**src/rtl/sequence_detector.sv**
```systemverilog
// sequence_detector: shifts in an 8-bit frame MSB-first after start and reports which table entry it matches.
module sequence_detector #(
    parameter int TIMEOUT = 1000
) (
    input  logic       clk,
    input  logic       reset,
    input  logic       start,
    input  logic       bit_in,
    input  logic       bit_valid,
    output logic       busy,
    output logic       done,
    output logic       match,
    output logic [2:0] index,
    output logic [7:0] rx_byte,
    output logic       timeout_err
);
    typedef enum logic [1:0] {IDLE, SHIFT, REPORT} state_t;
    localparam int TW = TIMEOUT > 0 ? $clog2(TIMEOUT + 1) : 1;
    localparam logic [TW:0] TLIM = (TW + 1)'(TIMEOUT);
    localparam logic [7:0] TABLE [8] = '{8'hF7, 8'h01, 8'h95, 8'h55, 8'hAB, 8'hB8, 8'hBB, 8'hBE};
    state_t state, state_nx;
    logic [7:0] sr, sr_nx;
    logic [3:0] bcnt;
    logic [TW-1:0] tcnt;
    logic [TW:0] tinc;
    logic last, expire, hit;
    logic [2:0] hit_idx;
    always_comb begin
        tinc = {1'b0, tcnt} + 1'b1;
        sr_nx = {sr[6:0], bit_in};
        last = bit_valid && bcnt == 4'd7;
        expire = TIMEOUT != 0 && !bit_valid && tinc == TLIM;
        hit = 1'b0;
        hit_idx = 3'd0;
        // entries are unique, so at most one hit and no priority is needed
        for (int i = 0; i < 8; i++)
            if (sr_nx == TABLE[i]) begin
                hit = 1'b1;
                hit_idx = 3'(i);
            end
        state_nx = state == IDLE  ? (start ? SHIFT : IDLE) :
                   state == SHIFT ? (last ? REPORT : expire ? IDLE : SHIFT) : IDLE;
    end
    assign busy = state != IDLE;
    assign done = state == REPORT;
    always_ff @(posedge clk) begin
        if (reset) begin
            state <= IDLE;
            sr <= '0;
            bcnt <= '0;
            tcnt <= '0;
            match <= 1'b0;
            index <= '0;
            rx_byte <= '0;
            timeout_err <= 1'b0;
        end else begin
            state <= state_nx;
            timeout_err <= state == SHIFT && expire;
            if (state == IDLE && start) begin
                sr <= '0;
                bcnt <= '0;
                tcnt <= '0;
            end
            if (state == SHIFT && bit_valid) begin
                sr <= sr_nx;
                bcnt <= bcnt + 4'd1;
                tcnt <= '0;
            end else if (state == SHIFT) begin
                tcnt <= tinc[TW] ? tcnt : tinc[TW-1:0];
            end
            if (state == SHIFT && last) begin
                rx_byte <= sr_nx;
                match <= hit;
                index <= hit_idx;
            end
        end
    end
endmodule

```
**config.mk**
```make
export PLATFORM = sky130hd
export DESIGN_NAME = sequence_detector
export DESIGN_NICKNAME = d
export VERILOG_FILES = /design/src/rtl/sequence_detector.sv
export SDC_FILE = /design/constraint.sdc
export NUM_CORES = 1
export LEC_CHECK = 0
export ABC_AREA = 1
export BUFFER_PORTS_ARGS = -buffer_cell sky130_fd_sc_hd__clkbuf_2
export CAP_MARGIN = 20
export CORE_ASPECT_RATIO = 1.2
export CORE_UTILIZATION = 55
export DETAILED_ROUTE_END_ITERATION = 8
export PLACE_DENSITY = 0.85
export SYNTH_ARGS = -nofsm -noshare
export SYNTH_HDL_FRONTEND = slang
export SYNTH_SLANG_ARGS = --single-unit
```
**constraint.sdc**
```tcl
create_clock -name clk -period 5.36 [get_ports clk]
set_clock_uncertainty 0.2 [all_clocks]
set_input_delay 0.536 -clock clk [delete_from_list [all_inputs] [get_ports clk]]
set_output_delay 0.536 -clock clk [all_outputs]
set_load 0.02 [all_outputs]
```
* Word level (Yosys, flattened, before mapping)
Cells that the tools add are included.
Operators by class: multiplexer cells 27, eq/ne operators 13, add/sub/neg operators 2, reduce and logical (&&, ||, !) cells 13
Operators by type and width (number):
- 8-bit == test (second input constant) | 6
- 10-bit 2-to-1 mux | 3
- 3-bit 2-to-1 mux | 6
- 7-bit 2-to-1 mux | 2
- 10-bit by 1-bit adder with 11-bit output (second input constant) | 1
- 11-bit by 10-bit == test with 1-bit output (second input constant) | 1
- 1-bit 2-to-1 mux | 11
- 8-bit by 1-bit == test with 1-bit output (second input constant) | 1
- 8-bit by 7-bit == test with 1-bit output (second input constant) | 1
- 4-bit 2-to-1 mux | 2
- 1-bit logical AND | 6
- 2-bit 2-to-1 mux | 3
- 2-bit nonzero test | 3
- 4-bit by 1-bit adder with 4-bit output (second input constant) | 1
- 4-bit by 3-bit == test with 1-bit output (second input constant) | 1
- 2-bit by 1-bit == test with 1-bit output (second input constant) | 1
- 2-bit == test (second input constant) | 1
- 2-bit zero test | 1
- 2-bit inequality test (second input constant) | 1
- 2-bit AND reduction | 1
- 2-bit OR reduction | 1
- 1-bit zero test | 1
Word-level totals: logic and storage cells 63, output and inout bits 15, register bits after elaboration 36, bits of input ports 5

* Depth between registers and ports, before layout
Gate-level depths: netlist of the first run.
word-level depth 9, mapped depth 11, gate-level depth less buffers 11

* Worst setup path before layout of the first run
No wires, ideal clock.
path type reg2reg, from register tcnt[0], to register tcnt[0], setup slack 3.635 ns, arrival time 1.401 ns, period minus slack after synthesis 1.725 ns, required time 5.035 ns, library setup time 0.125 ns, cell stages (with the launch flop) 11, path buffers 0, cells stage by stage dfxtp_1 -> ha_1 -> nand2_1 -> inv_2 -> nand2_2 -> o31ai_4 -> nand2_4 -> clkinv_2 -> nand2_1 -> nand2_1 -> nor2_1
Between the ends: longest elaborated chain between the ends 3, elaborated cells on any way between the ends 5, those cells by class 1 x add/sub; 1 x eq/ne; 2 x mux; 1 x reduce/logical
RTL lines:
- start, declared | line 24 | logic [TW-1:0] tcnt;
- start signal, assigned | line 69 | tcnt <= tinc[TW] ? tcnt : tinc[TW-1:0];
- 10-bit by 1-bit adder with 11-bit output (*) | line 29 | tinc = {1'b0, tcnt} + 1'b1;
- 2-bit inequality test (no source line) / 10-bit 2-to-1 mux (equally long branches)
- 2-bit AND reduction (no source line) / 10-bit 2-to-1 mux (equally long branches)
Every way passes the cells marked *; elsewhere a longest branch is shown, timed or not. The select of a mux whose other input is x is not followed. A chain may end at the register's enable or synchronous reset.

* Final worst setup path of the first run
from register state[0], to register match
Between the ends: longest elaborated chain between the ends 2
RTL lines:
- start, declared | line 21 | state_t state, state_nx;
- start signal, assigned | line 57 | state <= state_nx;
- 2-bit by 1-bit == test with 1-bit output | line 71 | if (state == SHIFT && last) begin
- 1-bit logical AND | line 71
- end signal, assigned | line 73 | match <= hit;
- end, declared | line 12 | output logic match,
No other way between the ends.

==> flow_metrics.env, run 1 <==
export IMPL_drt_pre_antenna_iters=4
export IMPL_worstSetupStartpoint="state[0]$_SDFF_PP0_"
export IMPL_synth_top_area_cell="dfxtp_1"
export IMPL_worst_setup_path_end_kind="flop"
export IMPL_cts_buffers=5
export IMPL_ys_ff_latch=36
export IMPL_outcome="finished, final reports clean"
export IMPL_dieArea_um2=3460
export IMPL_synth_main_ff_cell="dfxtp_1"
export IMPL_antenna_cells=0
export IMPL_dp_hpwl_um=2800
export IMPL_grt_usage_pct=25.7
export IMPL_leakagePower_nw=0.809
export IMPL_p_per_area_nw_per_um2=263
export IMPL_fmax_mhz=444
export IMPL_grt_max_degree=20
export IMPL_path_class="flop to flop"
export IMPL_grt_pass1_wl_um=6530
export IMPL_worstPathRequired_ns=5.41
export IMPL_rr_endpoint="match$_SDFFE_PP0P_"
export IMPL_vias=1719
export IMPL_worstHoldStart="bit_in"
export IMPL_die_h_um=64.2
export IMPL_worst_pin_slew_ns=0.754
export IMPL_dp_slack_ns=3.11
export IMPL_netlist_area_um2=1770
export IMPL_final_period_utilization_pct=42.0
export IMPL_max_cap_viol_count=0
export IMPL_area_growth_pct=11.2
export IMPL_initial_core_util_pct=58.1
export IMPL_antenna_left=0
export IMPL_drt_iter0_drc=42
export IMPL_hold_class="input port to flop"
export IMPL_clockBufferDepth=2
export IMPL_cts_hold_buf=0
export IMPL_root_buffer="clkbuf_4"
export IMPL_cts_setup_buffers=0
export IMPL_synthMostInstantiatedCell="nand2_1"
export IMPL_syn_nets=267
export IMPL_cts_htree_levels=2
export IMPL_drc_errors=0
export IMPL_gr_total_overflow=0
export IMPL_yosys_top_cells_area="dfxtp_1, nand2_1, nor2_1"
export IMPL_worst_hold_path_endpoint="sr[0]$_SDFFE_PP0P_"
export IMPL_setup_viol=0
export IMPL_startpoint_type="flop"
export IMPL_grt_setup_unrepaired="no"
export IMPL_netlist_top_cells_count="nand2_1, dfxtp_1, nor2_1, a21oi_1"
export IMPL_vias_per_cell=5.42
export IMPL_post_cts_resized=0
export IMPL_die_w_um=53.8
export IMPL_hold_viol=0
export IMPL_whs_path_depth=3
export IMPL_yosysSeqAreaShare_pct=40.6
export IMPL_slew_headroom_pct=49.6
export IMPL_cts_sinks=36
export IMPL_setup_ws_ns=3.11
export IMPL_synth_cell_types=25
export IMPL_wire_per_inst_um=12.1
export IMPL_synth_edf_count=0
export IMPL_core_area_um2=3060
export IMPL_cp_max_fo=19
export IMPL_reg2reg_depth=9
export IMPL_min_period_ns=2.25
export IMPL_antenna_found_initial=0
export IMPL_wirelength_um=3820
export IMPL_synth_avg_cell_area_um2=6.85
export IMPL_drive_gt1_share_pct=18.1
export IMPL_cts_tree="yes"
export IMPL_synth_top_area_share_pct=40.6
export IMPL_crit_arrival_ns=2.30
export IMPL_place_gp_congestion=0.860
export IMPL_synthArstFlopShare_pct=0
export IMPL_vdd_drop_max_mv=0.254
export IMPL_final_nets=288
export IMPL_reg2reg_slack_ns=3.11
export IMPL_clkTransAtPathRegs_ns=0.11
export IMPL_yosys_warnings=0
export IMPL_timing_rr_start="state[0]$_SDFF_PP0_"
export IMPL_clock_latency_ns=0.35
export IMPL_io_buffers=19
export IMPL_fin_tns_setup_ns=0
export IMPL_io_pins=20
export IMPL_rows=22
export IMPL_syn_inst=259
export IMPL_drv_slew=0
export IMPL_first_global_vias=1580
## logic make-up after synthesis
logic type      count (synthesis)  synth area share (%)
flops                          36                  40.6
simple gates                  128                  31.2
buf+inv                        37                  8.04
compound gates                 54                  17.5
fa+ha+maj                       3                  2.12
xor+xnor                        1                 0.494
## placed cells by master (no fill, tap or decap), drive strengths merged, types with 2 or more instances in the layout
cell type / n
nor3: 5
dfxtp: 36
inv: 31
a21oi: 24
nand3: 14
nor2: 32
o21ai: 26
clkinv: 2
nand4: 9
ha: 3
clkbuf: 24
nand3b: 2
nand2: 66
## critical path, cell delays in order, from the launching register on
cell     delay [ns]
dfxtp_1        0.36
inv_2          0.05
nor2_1         0.57
nand2_1        0.24
inv_2          0.28
o21ai_1        0.13
inv_2          0.07
nand2_1        0.06
nor2_1         0.12
a21oi_1        0.07
## report_power, final
part / internal, mW / switching (mW)
clock: 0.0972 / 0.0964
sequential: 0.273 / 0.00695
combinational: 0.0138 / 0.0326
total: 0.384 / 0.136
## cell type report
cell class | count | area, µm²
fillers | 281 | 1080
repair buffers | 19 | 95.1
inverters | 32 | 121
multi-input cells | 186 | 911
flip-flops and latches | 36 | 721
clock buffers | 5 | 37.5
clock inverters | 3 | 42.5
well taps | 36 | 45.0
## metal layers
| layer | wire length, µm | global-route usage (%) | up-vias |
|---|---|---|---|
| met3 | 171 | 7.38 | 16 |
| li1 | - | - | 898 |
| met4 | 142 | 14.8 | 0 |
| met1 | 1600 | 28.0 | 762 |
| met2 | 1900 | 42.6 | 43 |
| met5 | 0 | 0 | - |
## worst max path at each step
stage / end / slack [ns] / cells after the start
2_1_floorplan: tcnt[0]$_SDFFE_PP0P_ / 3.63 / 10
3_3_place_gp: match$_SDFFE_PP0P_ / 3.20 / 9
3_5_place_dp: match$_SDFFE_PP0P_ / 3.11 / 9
4_1_cts: match$_SDFFE_PP0P_ / 3.10 / 9
5_1_grt: match$_SDFFE_PP0P_ / 2.81 / 9
6_report: match$_SDFFE_PP0P_ / 3.11 / 9
## per-stage QoR
step / instances / cell area [µm²] / util (%) / power (mW) / hold slack, ns
final: 317 / 1970 / 64.6 / 0.520 / 0.276
after global routing: 317 / 1970 / 64.6 / 0.543 / 0.256
after CTS: 317 / 1970 / 64.6 / 0.524 / 0.264
after detailed placement: 309 / 1890 / 62.0 / 0.332 / 0.262
after global placement: 309 / 1890 / 62.0 / 0.331 / 0.252
after floorplan: 259 / 1770 / - / 0.320 / 0.235
## state kept, by name, indices dropped and copies added, names as in the netlist
name	cells
bcnt	4
index	3
match	1
rx_byte	8
sr	7
state	2
tcnt	10
timeout_err	1
(Power assumes the default switching activity.)
==> run 2, diff against run 1 <==
--- a/config.mk
+++ b/config.mk
@@ -5,13 +5,13 @@
 export SDC_FILE = /design/constraint.sdc
 export NUM_CORES = 1
 export LEC_CHECK = 0
-export ABC_AREA = 1
+export ABC_AREA = 0
 export BUFFER_PORTS_ARGS = -buffer_cell sky130_fd_sc_hd__clkbuf_2
 export CAP_MARGIN = 20
 export CORE_ASPECT_RATIO = 1.2
 export CORE_UTILIZATION = 55
 export DETAILED_ROUTE_END_ITERATION = 8
-export PLACE_DENSITY = 0.85
+export PLACE_DENSITY = 0.84
 export SYNTH_ARGS = -nofsm -noshare
 export SYNTH_HDL_FRONTEND = slang
 export SYNTH_SLANG_ARGS = --single-unit
==> constraint.sdc (replaced) <==
create_clock -name clk -period 2.3 [get_ports clk]
set_clock_uncertainty 0.2 [all_clocks]
set_input_delay 0.23 -clock clk [delete_from_list [all_inputs] [get_ports clk]]
set_output_delay 0.23 -clock clk [all_outputs]
set_load 0.02 [all_outputs]
==> flow_metrics.env, run 2 <==
export IMPL_outcome="finished, final reports clean"
export IMPL_min_period_ns=2.13
export IMPL_drc_errors=0
export IMPL_wire_per_inst_um=14.0
export IMPL_final_common_cell="dfxtp_1"
export IMPL_vdd_drop_max_mv=0.574
export IMPL_slew_headroom_pct=59.6
export IMPL_io_buffers=19
export IMPL_synthArstFlopShare_pct=0
export IMPL_post_cts_resized=0
export IMPL_final_period_utilization_pct=92.8
export IMPL_vias_per_cell=6.11
export IMPL_worstPathRequired_ns=2.28
export IMPL_seqCellArea_um2=721
export IMPL_antenna_left=0
export IMPL_netlist_top_cells_count="dfxtp_1, nand2_1, nor2_1, a21oi_1, clkbuf_1"
export IMPL_p_per_area_nw_per_um2=634
export IMPL_drive_gt1_share_pct=17.5
export IMPL_syn_inst=241
export IMPL_grt_pass1_wl_um=6820
export IMPL_synth_edf_count=0
export IMPL_hold_class="input port to flop"
export IMPL_regMostFlops="tcnt"
export IMPL_largest_reg_flops=10
export IMPL_clockBufferDepth=2
export IMPL_synth_top_area_share_pct=37.6
export IMPL_grt_usage_pct=23.5
export IMPL_area_growth_pct=9.26
export IMPL_place_gp_congestion=0.881
export IMPL_fin_tns_setup_ns=0
export IMPL_drt_pre_antenna_iters=4
export IMPL_worst_pin_slew_ns=0.604
export IMPL_clkTransAtPathRegs_ns=0.07
export IMPL_antenna_cells=0
export IMPL_dieArea_um2=3730
export IMPL_cts_sinks=36
export IMPL_die_w_um=55.9
export IMPL_whs_path_depth=2
export IMPL_leakagePower_nw=0.718
export IMPL_grt_setup_unrepaired="no"
export IMPL_netlist_area_um2=1920
export IMPL_cts_buffers=5
export IMPL_die_h_um=66.7
export IMPL_cts_tree="yes"
export IMPL_setup_viol=0
export IMPL_antenna_found_initial=0
export IMPL_fill_cells=308
export IMPL_final_nets=258
export IMPL_yosysSeqAreaShare_pct=37.6
export IMPL_worst_setup_path_end_kind="flop"
export IMPL_yosys_warnings=0
export IMPL_cts_hold_buf=0
export IMPL_largestRegisters="tcnt (10), rx_byte (8), sr (7)"
export IMPL_synth_main_ff_cell="dfxtp_1"
export IMPL_crit_arrival_ns=2.11
export IMPL_synth_top_area_cell="dfxtp_1"
export IMPL_vias=1760
export IMPL_io_pins=20
export IMPL_syn_nets=249
export IMPL_rows=23
export IMPL_dp_hpwl_um=2750
export IMPL_ys_ff_latch=36
export IMPL_most_common_layout_cells="dfxtp_1, nand2_1, nor2_1"
export IMPL_fmax_mhz=469
export IMPL_startpoint_type="flop"
export IMPL_wirelength_um=4020
export IMPL_grt_max_degree=17
export IMPL_synth_avg_cell_area_um2=7.96
export IMPL_synth_cell_types=49
export IMPL_cts_setup_buffers=0
export IMPL_first_global_vias=1561
export IMPL_multi_input_area_um2=1050
export IMPL_path_class="flop to flop"
export IMPL_drv_slew=0
export IMPL_clock_latency_ns=0.29
export IMPL_hold_viol=0
export IMPL_gr_total_overflow=0
export IMPL_core_area_um2=3340
export IMPL_yosys_top_cells_area="dfxtp_1, nand2_1, a21oi_1"
export IMPL_synthMostInstantiatedCell="dfxtp_1"
export IMPL_root_buffer="clkbuf_8"
export IMPL_fin_hold_ws_ns=0.0808
export IMPL_initial_core_util_pct=57.5
export IMPL_drt_iter0_drc=124
export IMPL_cts_htree_levels=2
export IMPL_cp_max_fo=7
export IMPL_reg2reg_depth=6
export IMPL_max_cap_viol_count=0
run 2: changes by cell type after synthesis, sizes merged, moves of 7 or more:
cell,delta
a22oi,+7
nor2,-8
nand2,-34
clkbuf,+15
inv,-28
o21ai,-19
a31oi,+7
run 2: kinds of logic (layout without fill, tap and decap cells):
logic type / Yosys count / in the layout / share of synthesized area (%)
multiplexers: 1 / 1 / 0.522
buffers and inverters: 26 / 36 / 7.63
flip-flops: 36 / 36 / 37.6
adder cells (fa/ha/maj): 3 / 3 / 1.96
AND/OR/NAND/NOR: 116 / 116 / 32.2
AO/OA/AOI/OAI: 52 / 52 / 17.0
XOR/XNOR: 7 / 7 / 3.20
run 2: power by group:
group	total (mW)	leakage [nW]	internal [mW]	switching, mW
sequential	0.635	0.290	0.628	0.00706
combinational	0.0819	0.363	0.0273	0.0546
clock	0.611	0.0645	0.382	0.229
run 2: final timing paths:
check	start	endpoint	slack (ns)
max	tcnt[0]$_SDFFE_PP0P_	state[0]$_SDFF_PP0_	0.17
min reg2reg	index[0]$_SDFFE_PP0P_	index[0]$_SDFFE_PP0P_	0.26
max reg2reg	tcnt[0]$_SDFFE_PP0P_	state[0]$_SDFF_PP0_	0.17
min	reset	bcnt[3]$_SDFFE_PP0P_	0.08
run 2: metal layers:
layer,track usage [%],vias to the layer above,routed length [µm]
met4,13.4,0,163
met5,0,-,0
li1,-,868,-
met3,6.02,18,146
met2,41.6,45,2070
met1,25.7,829,1640
run 2: layout make-up:
class / count / share of cell area (%)
inverter: 3 / 0.537
sequential: 36 / 34.4
tap: 37 / 2.21
clock buffer: 7 / 4.60
clock inverter: 1 / 1.43
timing repair buffer: 25 / 6.69
multi-input combinational: 179 / 50.1
run 2: stage by stage:
step / utilization, % / instance area, µm² / setup WS [ns] / std cells / total power [mW]
6_report: 62.8 / 2100 / 0.166 / 288 / 1.33
5_1_grt: 62.8 / 2100 / 0.0454 / 288 / 1.37
4_1_cts: 62.8 / 2100 / 0.168 / 288 / 1.34
3_5_place_dp: 59.0 / 1970 / 0.191 / 280 / 0.729
3_3_place_gp: 59.0 / 1970 / 0.266 / 280 / 0.728
2_1_floorplan: - / 1920 / 0.204 / 241 / 0.713
run 2: worst max-delay path, stage by stage (launching register included):
cell and delay [ns]:
dfxtp_1 0.43, ha_1 0.19, or2b_1 0.24, nor4_2 0.14, a31oi_1 0.06, a211o_1 0.32
o41a_1 0.43
==> run 3, diff against run 2 <==
--- a/config.mk
+++ b/config.mk
@@ -10,6 +10,8 @@
 export CAP_MARGIN = 20
 export CORE_ASPECT_RATIO = 1.2
 export CORE_UTILIZATION = 55
+export CTS_BUF_LIST = sky130_fd_sc_hd__clkbuf_4 sky130_fd_sc_hd__clkbuf_8 sky130_fd_sc_hd__clkbuf_16
+export CTS_CLUSTER_SIZE = 8
 export DETAILED_ROUTE_END_ITERATION = 8
 export PLACE_DENSITY = 0.84
 export SYNTH_ARGS = -nofsm -noshare
==> constraint.sdc (replaced) <==
create_clock -name clk -period 2.3 [get_ports clk]
set_clock_uncertainty 0.2 [all_clocks]
set_input_delay 0.46 -clock clk [delete_from_list [all_inputs] [get_ports clk]]
set_output_delay 0.46 -clock clk [all_outputs]
set_load 0.02 [all_outputs]
==> flow_metrics.env, run 3 (same netlist as run 2, synthesis figures left out) <==
export IMPL_grt_pass1_wl_um=6640
export IMPL_grt_max_degree=15
export IMPL_fin_hold_ws_ns=0.253
export IMPL_fin_tns_setup_ns=0
export IMPL_first_global_vias=1476
export IMPL_crit_arrival_ns=2.07
export IMPL_rows=23
export IMPL_cp_max_fo=7
export IMPL_largest_reg_flops=10
export IMPL_antenna_cells=0
export IMPL_cts_setup_buffers=0
export IMPL_worst_pin_slew_ns=0.524
export IMPL_root_buffer="clkbuf_8"
export IMPL_antenna_found_initial=0
export IMPL_fmax_mhz=480
export IMPL_regMostFlops="tcnt"
export IMPL_place_gp_congestion=0.923
export IMPL_outcome="finished, final reports clean"
export IMPL_dp_slack_ns=0.237
export IMPL_place_inst=281
export IMPL_multi_input_area_um2=1050
export IMPL_vdd_drop_max_mv=0.500
export IMPL_gr_total_overflow=0
export IMPL_grt_setup_unrepaired="no"
export IMPL_dieArea_um2=3730
export IMPL_post_cts_resized=0
export IMPL_final_area_um2=2090
export IMPL_final_period_utilization_pct=90.6
export IMPL_wire_per_inst_um=13.3
export IMPL_path_class="flop to flop"
export IMPL_die_h_um=66.7
export IMPL_clockBufferDepth=2
export IMPL_startpoint_type="flop"
export IMPL_cts_buffers=5
export IMPL_final_nets=259
export IMPL_worst_setup_path_end_kind="flop"
export IMPL_seqCellArea_um2=721
export IMPL_io_buffers=19
export IMPL_setup_ws_ns=0.217
export IMPL_max_cap_viol_count=0
export IMPL_whs_path_depth=2
export IMPL_clock_latency_ns=0.29
export IMPL_core_area_um2=3340
export IMPL_min_period_ns=2.08
export IMPL_final_common_cell="dfxtp_1"
export IMPL_reg2reg_depth=6
export IMPL_drive_gt1_share_pct=17.9
export IMPL_drt_pre_antenna_iters=4
export IMPL_drt_iter0_drc=70
export IMPL_io_pins=20
export IMPL_worstPathRequired_ns=2.28
export IMPL_initial_core_util_pct=57.5
export IMPL_setup_viol=0
export IMPL_final_cells=289
export IMPL_dp_hpwl_um=2700
export IMPL_slew_headroom_pct=64.8
export IMPL_fill_cells=308
export IMPL_cts_sinks=36
export IMPL_die_w_um=55.9
export IMPL_hold_class="flop to flop"
export IMPL_largestRegisters="tcnt (10), rx_byte (8), sr (7)"
export IMPL_antenna_left=0
export IMPL_most_common_layout_cells="dfxtp_1, nand2_1, nor2_1"
export IMPL_area_growth_pct=8.87
export IMPL_p_per_area_nw_per_um2=610
export IMPL_hold_viol=0
export IMPL_cts_htree_levels=2
export IMPL_vias_per_cell=5.89
export IMPL_drv_slew=0
export IMPL_leakagePower_nw=0.712
export IMPL_drc_errors=0
export IMPL_cts_tree="yes"
export IMPL_dpl_cell_area_um2=1980
export IMPL_clkTransAtPathRegs_ns=0.08
export IMPL_cts_hold_buf=0
export IMPL_grt_usage_pct=22.4
export IMPL_wirelength_um=3840
export IMPL_vias=1702
-- run 3: cell count changes in the layout (fill, tap and decap cells not counted), sizes merged --
cell / previous run / this run
buf: 6 / 7
clkinv: 0 / 1
clkbuf: 26 / 24
clkinvlp: 0 / 1
-- run 3: path summary, 6_finish.rpt --
kind	slack, ns	end	from
hold / removal	0.25	rx_byte[3]$_SDFFE_PP0P_	rx_byte[3]$_SDFFE_PP0P_
setup reg to reg	0.22	state[0]$_SDFF_PP0_	tcnt[0]$_SDFFE_PP0P_
setup / recovery	0.22	state[0]$_SDFF_PP0_	tcnt[0]$_SDFFE_PP0P_
hold reg to reg	0.25	rx_byte[3]$_SDFFE_PP0P_	rx_byte[3]$_SDFFE_PP0P_
-- run 3: per-layer routing --
metal	track usage (%)	share of wire [%]	up-vias
li1	-	-	872
met1	26.8	45	803
met2	39.9	51	20
met3	4.66	2.9	7
met4	7.93	1.4	0
met5	0	0	-
-- run 3: worst max-delay path, cell delays in order (launching register included) --
cell	delay (ns)
dfxtp_1	0.42
ha_1	0.19
or2b_1	0.23
nor4_2	0.14
a31oi_1	0.07
a211o_1	0.32
o41a_1	0.41
-- run 3: report_power, final --
part	leakage [nW]	internal, mW	switching [mW]
Combinational	0.367	0.0295	0.0548
Sequential	0.290	0.628	0.00710
Clock	0.0541	0.321	0.233
-- run 3: layout make-up --
class | instances | share of cell area (%)
Clock inverter | 3 | 2.04
Tap cell | 37 | 2.22
Clock buffer | 5 | 3.30
Sequential cell | 36 | 34.5
Timing Repair Buffer | 26 | 7.07
Multi-Input combinational cell | 179 | 50.3
Inverter | 3 | 0.539
-- run 3: metrics by stage --
step	util [%]	power, mW
6_report	62.6	1.27
3_3_place_gp	59.2	0.730
3_5_place_dp	59.2	0.732
4_1_cts	62.6	1.28
5_1_grt	62.6	1.32
2_1_floorplan	-	0.713
